[src/rtl/riscv_wb.sv]
// RISC-V writeback stage: completes data-memory accesses, forms load data and drives register-file writes.
// Optional data-memory watchdog enabled by defining RISCV_WB_DMEM_TIMEOUT_EN.
module riscv_wb #(
    parameter int unsigned     XLEN           = 64,
    parameter int unsigned     ILEN           = 64,
    parameter int unsigned     EXCEPTION_SIZE = 16,
    parameter logic [XLEN-1:0] PC_INIT        = 'h8000_0000,
    parameter int unsigned     DMEM_TIMEOUT   = 255
) (
    input  logic                      clk,
    input  logic                      rstn,

    input  logic [XLEN-1:0]           mem_pc,
    input  logic [ILEN-1:0]           mem_instr,
    input  logic                      mem_bubble,
    input  logic [EXCEPTION_SIZE-1:0] mem_exception,
    input  logic [XLEN-1:0]           mem_r,
    input  logic [XLEN-1:0]           mem_memadr,

    input  logic                      dmem_ack,
    input  logic                      dmem_err,
    input  logic [XLEN-1:0]           dmem_q,

    output logic                      wb_stall,
    output logic [XLEN-1:0]           wb_pc,
    output logic [ILEN-1:0]           wb_instr,
    output logic                      wb_bubble,
    output logic [EXCEPTION_SIZE-1:0] wb_exception,
    output logic [XLEN-1:0]           wb_badaddr,

    output logic                      wb_we,
    output logic [4:0]                wb_dst,
    output logic [XLEN-1:0]           wb_r
);

    localparam logic [6:0] OPC_LOAD     = 7'b0000011;
    localparam logic [6:0] OPC_STORE    = 7'b0100011;
    localparam logic [6:0] OPC_OPIMM    = 7'b0010011;
    localparam logic [6:0] OPC_OP       = 7'b0110011;
    localparam logic [6:0] OPC_LUI      = 7'b0110111;
    localparam logic [6:0] OPC_AUIPC    = 7'b0010111;
    localparam logic [6:0] OPC_JAL      = 7'b1101111;
    localparam logic [6:0] OPC_JALR     = 7'b1100111;
    localparam logic [6:0] OPC_OPIMM32  = 7'b0011011;
    localparam logic [6:0] OPC_OP32     = 7'b0111011;
    localparam logic [6:0] OPC_SYSTEM   = 7'b1110011;

    logic [6:0]                opcode;
    logic [2:0]                funct3;
    logic                      is_load;
    logic                      is_store;
    logic                      is_access;
    logic                      misaligned;
    logic                      aligned_access;
    logic                      bus_err;
    logic                      flush;
    logic                      we_op;
    logic                      we_next;
    logic [EXCEPTION_SIZE-1:0] fault;
    logic [EXCEPTION_SIZE-1:0] exc_next;
    logic [XLEN-1:0]           shifted;
    logic [XLEN-1:0]           load_data;

    assign opcode    = mem_instr[6:0];
    assign funct3    = mem_instr[14:12];
    assign is_load   = (opcode == OPC_LOAD);
    assign is_store  = (opcode == OPC_STORE);
    assign is_access = !mem_bubble && (mem_exception == '0) && (is_load || is_store);

    always_comb begin
        misaligned = 1'b0;
        unique case (funct3[1:0])
            2'b00:   misaligned = 1'b0;
            2'b01:   misaligned = mem_memadr[0];
            2'b10:   misaligned = |mem_memadr[1:0];
            default: misaligned = |mem_memadr[2:0];
        endcase
    end

    assign aligned_access = is_access && !misaligned;

`ifdef RISCV_WB_DMEM_TIMEOUT_EN
    localparam int unsigned WDW = ($clog2(DMEM_TIMEOUT + 1) > 8) ? $clog2(DMEM_TIMEOUT + 1) : 8;

    logic [WDW-1:0] watchdog;
    logic           timeout;

    assign timeout = (watchdog == WDW'(DMEM_TIMEOUT));
    assign bus_err = aligned_access && (dmem_err || timeout);

    always_ff @(posedge clk or negedge rstn) begin
        if (!rstn)
            watchdog <= '0;
        else if (wb_stall)
            watchdog <= watchdog + WDW'(1);
        else
            watchdog <= '0;
    end
`else
    assign bus_err = aligned_access && dmem_err;
`endif

    // An error (real or watchdog) completes the access even when ack is also high.
    assign wb_stall = aligned_access && !dmem_ack && !bus_err;

    always_comb begin
        fault = '0;
        if (is_access && misaligned)
            fault[is_store ? 6 : 4] = 1'b1;
        else if (bus_err)
            fault[is_store ? 7 : 5] = 1'b1;
    end

    assign exc_next = mem_exception | fault;

    always_comb begin
        shifted   = dmem_q >> {mem_memadr[2:0], 3'b000};
        load_data = shifted;
        unique case (funct3)
            3'b000:  load_data = {{(XLEN-8){shifted[7]}},   shifted[7:0]};
            3'b001:  load_data = {{(XLEN-16){shifted[15]}}, shifted[15:0]};
            3'b010:  load_data = {{(XLEN-32){shifted[31]}}, shifted[31:0]};
            3'b100:  load_data = {{(XLEN-8){1'b0}},         shifted[7:0]};
            3'b101:  load_data = {{(XLEN-16){1'b0}},        shifted[15:0]};
            3'b110:  load_data = {{(XLEN-32){1'b0}},        shifted[31:0]};
            default: load_data = shifted;
        endcase
    end

    always_comb begin
        we_op = 1'b0;
        unique case (opcode)
            OPC_LOAD, OPC_OPIMM, OPC_OP, OPC_LUI, OPC_AUIPC,
            OPC_JAL, OPC_JALR, OPC_OPIMM32, OPC_OP32: we_op = 1'b1;
            OPC_SYSTEM: we_op = (funct3 != 3'b000);
            default:    we_op = 1'b0;
        endcase
    end

    assign we_next = !mem_bubble && (exc_next == '0) && (mem_instr[11:7] != 5'd0) && we_op;

    // A registered exception forces one bubble so it is visible for a single cycle.
    assign flush = (wb_exception != '0);

    always_ff @(posedge clk or negedge rstn) begin
        if (!rstn) begin
            wb_pc        <= PC_INIT;
            wb_instr     <= '0;
            wb_bubble    <= 1'b1;
            wb_exception <= '0;
            wb_badaddr   <= '0;
            wb_we        <= 1'b0;
            wb_dst       <= '0;
            wb_r         <= '0;
        end else if (wb_stall || flush) begin
            wb_bubble    <= 1'b1;
            wb_we        <= 1'b0;
            wb_exception <= '0;
        end else begin
            wb_pc        <= mem_pc;
            wb_instr     <= mem_instr;
            wb_bubble    <= mem_bubble;
            wb_exception <= exc_next;
            wb_we        <= we_next;
            wb_dst       <= mem_instr[11:7];
            wb_r         <= is_load ? load_data : mem_r;
            if (fault != '0)
                wb_badaddr <= mem_memadr;
        end
    end

endmodule

[config.mk]
export PLATFORM = sky130hd
export DESIGN_NAME = riscv_wb
export DESIGN_NICKNAME = d
export VERILOG_FILES = /design/src/rtl/riscv_wb.sv
export SDC_FILE = /design/constraint.sdc
export NUM_CORES = 1
export LEC_CHECK = 0
export ABC_AREA = 1
export CORE_AREA = 8 8 236 238
export CTS_CLUSTER_DIAMETER = 100
export DETAILED_ROUTE_END_ITERATION = 8
export DIE_AREA = 0 0 244 246
export MAX_ROUTING_LAYER = met4
export SYNTH_ARGS = -nofsm -noshare
export SYNTH_HDL_FRONTEND = slang
export SYNTH_SLANG_ARGS = --single-unit
[constraint.sdc]
create_clock -name clk -period 2.7 [get_ports clk]
set_input_delay 0.81 -clock clk [delete_from_list [all_inputs] [get_ports clk]]
set_output_delay 0.81 -clock clk [all_outputs]
set_load 0.02 [all_outputs]
==> results of run 1 <==
==> flip-flops by register name, indices dropped and copies added, names as in the netlist <==
| signal | flops |
|---|---|
| wb_badaddr | 64 |
| wb_instr | 64 |
| wb_pc | 64 |
| wb_r | 64 |
| wb_exception | 16 |
| wb_bubble | 1 |
| wb_we | 1 |
==> path summary, 6_finish.rpt <==
kind	cells after the start	endpoint	startpoint	slack, ns
min	1	wb_badaddr[34]	rstn	0.22
min reg2reg	2	wb_badaddr[21]	wb_badaddr[21]	0.47
min in group clk	2	wb_badaddr[21]	wb_badaddr[21]	0.47
max	9	wb_stall	mem_bubble	0.04
max reg2reg	8	wb_pc[26]	wb_exception[9]	0.49
max in group asynchronous	2	wb_pc[31]	rstn	1.67
==> power groups by stage <==
| stage | sequential, W | combinational (W) | clock, W |
|---|---|---|---|
| floorplan | 0.00464 | 0.000432 | 0 |
| global placement | 0.00444 | 0.00195 | 0 |
| detailed placement | 0.00444 | 0.00196 | 0 |
| CTS | 0.00437 | 0.00200 | 0.00458 |
| global route | 0.00439 | 0.00213 | 0.00472 |
| finish | 0.00437 | 0.00198 | 0.00442 |
==> cells by family after synthesis <==
kind of cell | after synthesis
DFF | 274
buffers and inverters | 194
AOI/OAI and AO/OA | 175
and+or+nand+nor | 1197
==> cell type report <==
cell class	instances	area share, %
antenna	10	0.109
clock buffer	52	4.37
clock inverter	6	0.257
inverter	72	1.21
multi-input combinational	1372	25.4
sequential	274	30.0
tap	688	3.76
timing repair buffer	833	35.0
==> metal layers <==
metal	vias up	wire length (µm)
met3	102	5150
met2	528	32400
met1	7003	25900
met5	-	0
li1	7269	-
met4	0	2040
==> worst max-delay path, cell delays in order <==
cell and delay [ns]:
sky130_fd_sc_hd__dlygate4sd2_1 0.26, sky130_fd_sc_hd__nor2_1 0.12, sky130_fd_sc_hd__nand2_1 0.10, sky130_fd_sc_hd__nor2_4 0.11, sky130_fd_sc_hd__nand2_2 0.07, sky130_fd_sc_hd__nor2_4 0.11, sky130_fd_sc_hd__nand3_2 0.09, sky130_fd_sc_hd__inv_2 0.06
sky130_fd_sc_hd__buf_6 0.11
==> layout by cell type (no fill, tap or decap), types with 5 or more instances in the layout <==
cell                              instances
sky130_fd_sc_hd__inv_2                   12
sky130_fd_sc_hd__dfrtp_1                272
sky130_fd_sc_hd__a21boi_0                 8
sky130_fd_sc_hd__nand2_1                842
sky130_fd_sc_hd__clkbuf_1                11
sky130_fd_sc_hd__nand2_2                  6
sky130_fd_sc_hd__buf_4                  195
sky130_fd_sc_hd__nor4_1                   5
sky130_fd_sc_hd__dlygate4sd2_1           23
sky130_fd_sc_hd__a21oi_1                 37
sky130_fd_sc_hd__nand3_1                144
sky130_fd_sc_hd__nor2_2                   5
sky130_fd_sc_hd__buf_12                  18
sky130_fd_sc_hd__o21ai_0                 82
sky130_fd_sc_hd__clkdlybuf4s50_1        590
sky130_fd_sc_hd__o211ai_1                16
sky130_fd_sc_hd__nor2_4                   6
sky130_fd_sc_hd__clkbuf_16               35
sky130_fd_sc_hd__o21ai_1                 16
sky130_fd_sc_hd__clkbuf_8                 6
sky130_fd_sc_hd__a31oi_1                  8
sky130_fd_sc_hd__nor2_1                 172
sky130_fd_sc_hd__inv_1                   57
sky130_fd_sc_hd__diode_2                 10
==> cell usage after synthesis, drive strengths merged (5+ instances only) <==
| master | instances |
|---|---|
| o21ai | 98 |
| nor2 | 183 |
| a31oi | 8 |
| a21boi | 10 |
| nand3 | 148 |
| o211ai | 16 |
| dfrtp | 272 |
| a21oi | 37 |
| nand2 | 852 |
| nor4 | 5 |
| inv | 71 |
| buf | 94 |
| clkbuf | 28 |
==> through the flow <==
| step | power (W) | TNS, ns | instances |
|---|---|---|---|
| 3_5_place_dp | 0.00640 | -63.44 | 3196 |
| 2_1_floorplan | 0.00507 | 0 | 1840 |
| 6_report | 0.0108 | 0 | 3307 |
| 4_1_cts | 0.0110 | 0 | 3295 |
| 3_3_place_gp | 0.00639 | -59.94 | 3196 |
| 5_1_grt | 0.0112 | 0 | 3305 |
==> timing repair <==
| action | CTS | global route |
|---|---|---|
| gates resized for setup | 55 | 4 |
| pin swaps | 19 | 7 |
| hold buffers | 0 | 0 |
| setup buffers | 41 | 2 |
| endpoints found under the setup margin | 4 | 1 |
==> out/results.txt, run 1 <==
After Yosys synthesis, full adders, half adders and majority gates account for 0% of the synthesized area. The number of fill cells in the layout came out at 5,243. The end-of-flow core utilization was 44.0%; the multiplexer share of the synthesized area was 0%.

The final count of negative-setup-slack endpoints was 0; the proportion of synthesized chip area in sequential cells was 50.6%. For this block, the initial DRC count from the detailed router was 958. Once the floorplan was initialized, standard cells occupied 26.1% of the core. For this run the aggregate overflow at the end of global routing stands at 0. Yosys printed 0 warnings. The post-route netlist has 11.8% of its cells at a drive strength greater than 1.

No sink is reached through more buffers than the 3 on the longest clock path. Internal power comes to 0.00787 W. The synthesized design contains 0 enable-type register cells. For met3 alone, demand over resource in global routing was 6.40%. The minimum setup slack after placement was -0.747 ns. The switching share of power works out to 27.0%. The tree is rooted in a sky130_fd_sc_hd__clkbuf_16.

Post-synthesis register bit count: 274. The category of the most critical setup path was input pin to primary output. Setup repair after global routing left no endpoint under its margin. The number of buffers created by CTS came out at 34. The run finished with clean final reports. The die covers 60,000 µm². The share of power burned in the clock network is 41.0%. Global routing used 21.6% of the available tracks across all layers.

The floorplan has 84 rows. The final critical-path share of the clock period is 98.5%, and the post-placement cell area is 21,500 µm². The final layout contains routed wiring with a total length of 65,500 µm. The post-detailed-route DRC marker count is 0, and the count of buffers inserted at the top-level ports is 620. The summed area of non-filler cells in the final layout was 22,900 µm²; the placeable core area was 52,000 µm². The tools report the number of global-route vias before repair as 15,552. The tightest min-delay check is of the input pin to asynchronous set/reset pin type.

After technology mapping, the gate count stands at 1,840. By area the synthesized netlist is led by sky130_fd_sc_hd__dfrtp_1 (50%), sky130_fd_sc_hd__nand2_1 (23%), sky130_fd_sc_hd__nand3_1 (5.4%). The worst setup path is launched from an input pin. The most used flip-flop cell after synthesis is sky130_fd_sc_hd__dfrtp_1.

The tools report the final RePlAce weighted congestion as 0.914. VDD sags by at most 468 µV. The area growth from synthesis to layout is 68.9%.

The logs give 0 for the number of max-slew violations in the final report and 0.376 GHz for the maximum achievable frequency. The layer flagged by global routing as most heavily used is met2. Of the total power, combinational logic draws 18.4%.

The worst hold slack after final layout is 0.223 ns, and the vertical die dimension is 246 µm. Once detail routing completed, the nets flagged for antenna violations numbered 0. The synthesized design spends more area on one cell type than any other, namely sky130_fd_sc_hd__dfrtp_1.

For the worst-skew pair, the clock arrives at the later sink with an insertion delay of 0.54 ns. The final clock skew is 0.0200 ns, and the via density per instance is 4.51. The tools report the number of antenna violations at the first check in global routing as 9. The die is 244 µm wide. The run gives 621 as the number of top-level design ports.

The combinational family with the most area after synthesis is simple AND/OR/NAND/NOR gates. The run gives 34 as the number of distinct library cell variants in the gate-level netlist after synthesis. Power spread over the standard cell area amounts to 471 nW/µm².

The maximum level of the CTS H-tree came out at 2. The number of maximum-capacitance violations was 0; the net count after synthesis was 2,181. In the final design database the tool counted 2,928 nets.

The arrival time of the worst setup path came out at 1.85 ns. The fraction of the mapped netlist area in compound gates was 7.13%; the clock edge transition at the registers on the reported setup and hold paths was 0.06 ns. The final critical delay including setup and external delays is 2.66 ns. The slew of the pin with the lowest slew margin works out to 0.585 ns.

For this run, global-route usage on met2 was measured as 36.2%. The clock net in this run drives a total of 274 sinks. TritonCTS built the clock tree.

In the synthesized netlist the async set-or-reset flop fraction comes to 100%. Global routing used 24.6% of the available met1 tracks. The register area came out at 6860 µm². The sort of element at the end of the critical path is a primary output.

The per-cell routed wire length is 19.8 µm. The net switching power figure is 0.00291 W, and the count of final hold-check violations is 0. After synthesis, the mean cell area works out to 7.37 µm². Data on the critical path is required at its endpoint by 1.89 ns. The first global-routing pass estimated 97,100 µm of wire. The total via count after detailed routing was 14,902.

After legalization and detailed placement, the total HPWL measured 51,400 µm. Measured against its own limit, the worst slew margin works out to 60.9%. Summing the areas of all and, or, nand and nor instances in the mapped netlist gives 35.3% of the synthesized area. The worst path meets setup with 0.0402 ns of slack.

After synthesis the cells add up to 13,600 µm². After Yosys synthesis, XOR and XNOR cells account for 0% of the synthesized area. The area occupied by multi-input gates was 5810 µm²; the cell leakage power was 11.0 nW.

For this run, the detailed router's first-pass iteration total came to 5. Entering global routing, the biggest net connects 74 pins. The fraction of synthesized cell area taken by the top area cell type was 50.2%. In this run the worst path has a maximum fanout of 2. Sequential cells burn 40.6% of the power.
No activity file was read; power rests on OpenSTA's default activity.
==> inputs of run 2 (changes only) <==
Settings changed: TNS_END_PERCENT set to 5.
==> results of run 2 <==
Same layout as run 1: the final DEF is identical, and so are final timing and power.
==> inputs of run 3 (changes only) <==
Settings changed: CORE_AREA 8 8 236 238 to 2 2 244 246, DIE_AREA 0 0 244 246 to 0 0 246 248.
==> out/results.txt, run 3 (synthesis gave the netlist of run 1 again) <==
The number of buffers created by CTS came out at 34 (unchanged). In the layout the commonest cells are sky130_fd_sc_hd__nand2_1 (843), sky130_fd_sc_hd__clkdlybuf4s50_1 (589), sky130_fd_sc_hd__dfrtp_1 (272). The run gives 5 (unchanged) as the number of detailed-routing iterations run before antenna repair. The global-route wire length before repair is 89,200 µm (-8.1%), and the cell leakage power is 11.0 nW (-0.17%). Non-filler instance count after layout: 3,365 (+1.8%). Power per cell area: 476 nW/µm² (+1.2%). The tools report the amount of wire on met3 after detailed routing as 4230 µm (-18%). The logs give 0.182 ns (-0.0412 ns) for the worst hold slack after final layout and 0.375 GHz (-0.29%) for the maximum achievable frequency.

Final net count: 2,905 (-0.79%). TritonCTS built the clock tree. The number of max-slew violations in the final report came out at 0 (unchanged). The clock edge transition at the registers on the reported setup and hold paths was 0.06 ns (about the same).

The worst ir drop on vdd was 456 µV (-2.5%). The overall die width was 246 µm (+0.82%). The tools report the count of standard-cell rows as 89 (+6.0%). The count of buffers inserted at the top-level ports came out at 620 (unchanged).

For the end-of-flow core utilization, the log shows 39.3% (-4.8 points). The worst reg-to-reg path cell count was 9 (+1). The maximum level of the CTS H-tree was 2 (unchanged); the share of cells above drive strength 1 was 11.5% (-0.33 points). The logs give 14,908 (+0.040%) for the total via count after detailed routing and 3 (unchanged) for the number of buffers between clock root and the deepest sink. Number of top-level design ports: 621 (unchanged). The run finished with clean final reports.

The clock latency of the later-clocked register in the worst-skew pair came out at 0.54 ns (about the same). The post-placement cell area was 21,600 µm² (+0.53%); the largest net degree at the start of global routing was 68 (-8.1%). The tools report the floorplan die area as 61,000 µm² (+1.6%). Aggregate global routing overflow: 0 (unchanged). The critical path in this run is classified as input pin to primary output.

The logs give 14,888 (-4.3%) for the number of global-route vias before repair and 0 ns (unchanged) for the setup total negative slack. The starting utilization of the core area was 23.2% (-2.9 points); the number of maximum-capacitance violations was 0 (unchanged). The flop-to-flop setup slack is 0.37 ns (-0.12 ns), and the total placed cells including tap cells is 3,274 (+2.4%). In this run the critical register-to-register path is launched from wb_exception[1].

For the headroom to the max-slew limit, the log shows 53.2% (-7.7 points). The tools report the half-perimeter wire length after detailed placement as 47,400 µm (-7.8%). Met1 wire length: 25,300 µm (-2.3%). The met2 layer wire length in the routed design is 29,900 µm (-7.7%), and the slew of the pin with the lowest slew margin is 0.700 ns (+0.116 ns).

For the overall global routing resource usage, the log shows 19.7% (-1.8 points). Routed signal wires occupy layers up through met4. In this run the critical register-to-register path is captured at wb_pc[13]. The tools report the arrival time of the worst setup path as 1.86 ns (about the same). The post-detailed-route DRC marker count is 0 (unchanged).

The type of the tightest min-delay check is input pin to asynchronous set/reset pin. The number of clock sinks was 274 (unchanged); the final critical delay including setup and external delays was 2.67 ns (+0.00785 ns). Setup repair after global routing could not meet its margin everywhere. The number of routed nets with antenna violations was 0 (unchanged). The final critical-path share of the clock period was 98.8% (+0.29 points).

Leaving out fill and tap cells, the most frequent cell in the layout is sky130_fd_sc_hd__nand2_1. The tree is rooted in a sky130_fd_sc_hd__clkbuf_16. The placeable core area is 58,500 µm² (+12%), and the highest net fanout along the worst path is 2 (unchanged). The summed area of non-filler cells in the final layout is 22,900 µm² (+0.22%), and the per-cell routed wire length is 18.1 µm (-8.5%). The DRC marker count from the first detailed-route iteration is 887 (-7.4%). The worst setup path is launched from an input pin. From synthesis to final layout, the design area changed by 69.3%. The vertical die dimension was 248 µm (+0.81%). The final RePlAce weighted congestion was 0.916 (+0.30%).

The tools report the number of buffers inserted for hold repair after clock tree synthesis as 0 (unchanged). The logs give 0 (unchanged) for the count of final hold-check violations and 0.0232 ns (+0.00319 ns) for the final clock skew. The tools report the number of antenna violations at the first check in global routing as 2 (-7). The final count of negative-setup-slack endpoints is 0 (unchanged). STA classifies the critical path endpoint as a primary output. The run gives 1.89 ns (about the same) as the data required time at the worst endpoint. The via density per instance is 4.43 (-1.7%), and the final routed wirelength across all metal layers is 61,000 µm (-6.9%).
## run 3: cell count changes in the layout (fill, tap and decap cells not counted), moves of 2 or more
cell                            change
sky130_fd_sc_hd__buf_4             -29
sky130_fd_sc_hd__diode_2            -7
sky130_fd_sc_hd__buf_12             +6
sky130_fd_sc_hd__clkbuf_2           +4
sky130_fd_sc_hd__dlygate4sd2_1      -4
sky130_fd_sc_hd__clkbuf_1           -3
sky130_fd_sc_hd__clkbuf_8           +3
sky130_fd_sc_hd__clkinv_2           +3
sky130_fd_sc_hd__nor2_1             -2
sky130_fd_sc_hd__nor2_2             +2
## run 3: metal layers
metal | vias to the layer above | GRT usage (%)
li1 | 7219 | -
met1 | 7021 | 24.2
met2 | 579 | 32.6
met3 | 89 | 4.28
met4 | 0 | 5.78
met5 | - | -
## run 3: repair_timing
item                                    CTS  global route
resized for setup                        51            17
setup buffers                            27             0
hold endpoints to repair                  0             0
endpoints found under the setup margin    2             2
pin swaps                                18             8
## run 3: how the worst max path moves through the flow
stage,slack (ns),from,end
finish,0.03,mem_exception[14],wb_stall
global route,-0.04,mem_exception[14],wb_stall
CTS,0.0009,mem_instr[6],wb_stall
detailed placement,-0.79,mem_instr[0],wb_stall
global placement,-0.81,mem_exception[3],wb_stall
floorplan,0.32,mem_instr[2],wb_stall
## run 3: stage by stage
step | setup slack, ns | total power [W]
2_1_floorplan | 0.317 | 0.00507
3_3_place_gp | -0.814 | 0.00638
3_5_place_dp | -0.793 | 0.00639
4_1_cts | 0.000885 | 0.0111
5_1_grt | -0.0417 | 0.0114
6_report | 0.0324 | 0.0109
## run 3: worst max-delay path, cell delays in order
cell and delay, ns:
sky130_fd_sc_hd__clkdlybuf4s15_1 0.19, sky130_fd_sc_hd__nor2_2 0.13, sky130_fd_sc_hd__nand2_2 0.09, sky130_fd_sc_hd__nor2_4 0.12
sky130_fd_sc_hd__buf_6 0.12, sky130_fd_sc_hd__nand2_4 0.05, sky130_fd_sc_hd__nor2_4 0.09, sky130_fd_sc_hd__nand3_2 0.08
sky130_fd_sc_hd__inv_2 0.06, sky130_fd_sc_hd__buf_6 0.11
## run 3: cell type report
class,instances,area [µm²]
fillers,5975,35500
repair buffers,810,7900
flip-flops and latches,274,6860
multi-input cells,1372,5810
clock buffers,52,1030
well taps,773,967
inverters,72,278
clock inverters,9,96.3
diodes,3,7.51
## run 3: where the power goes
group | internal [W] | total [W] | switching, W | leakage, nW
Sequential | 0.00427 | 0.00438 | 0.000104 | 3.34
Clock | 0.00275 | 0.00459 | 0.00185 | 0.558
Combinational | 0.00102 | 0.00196 | 0.000942 | 7.06
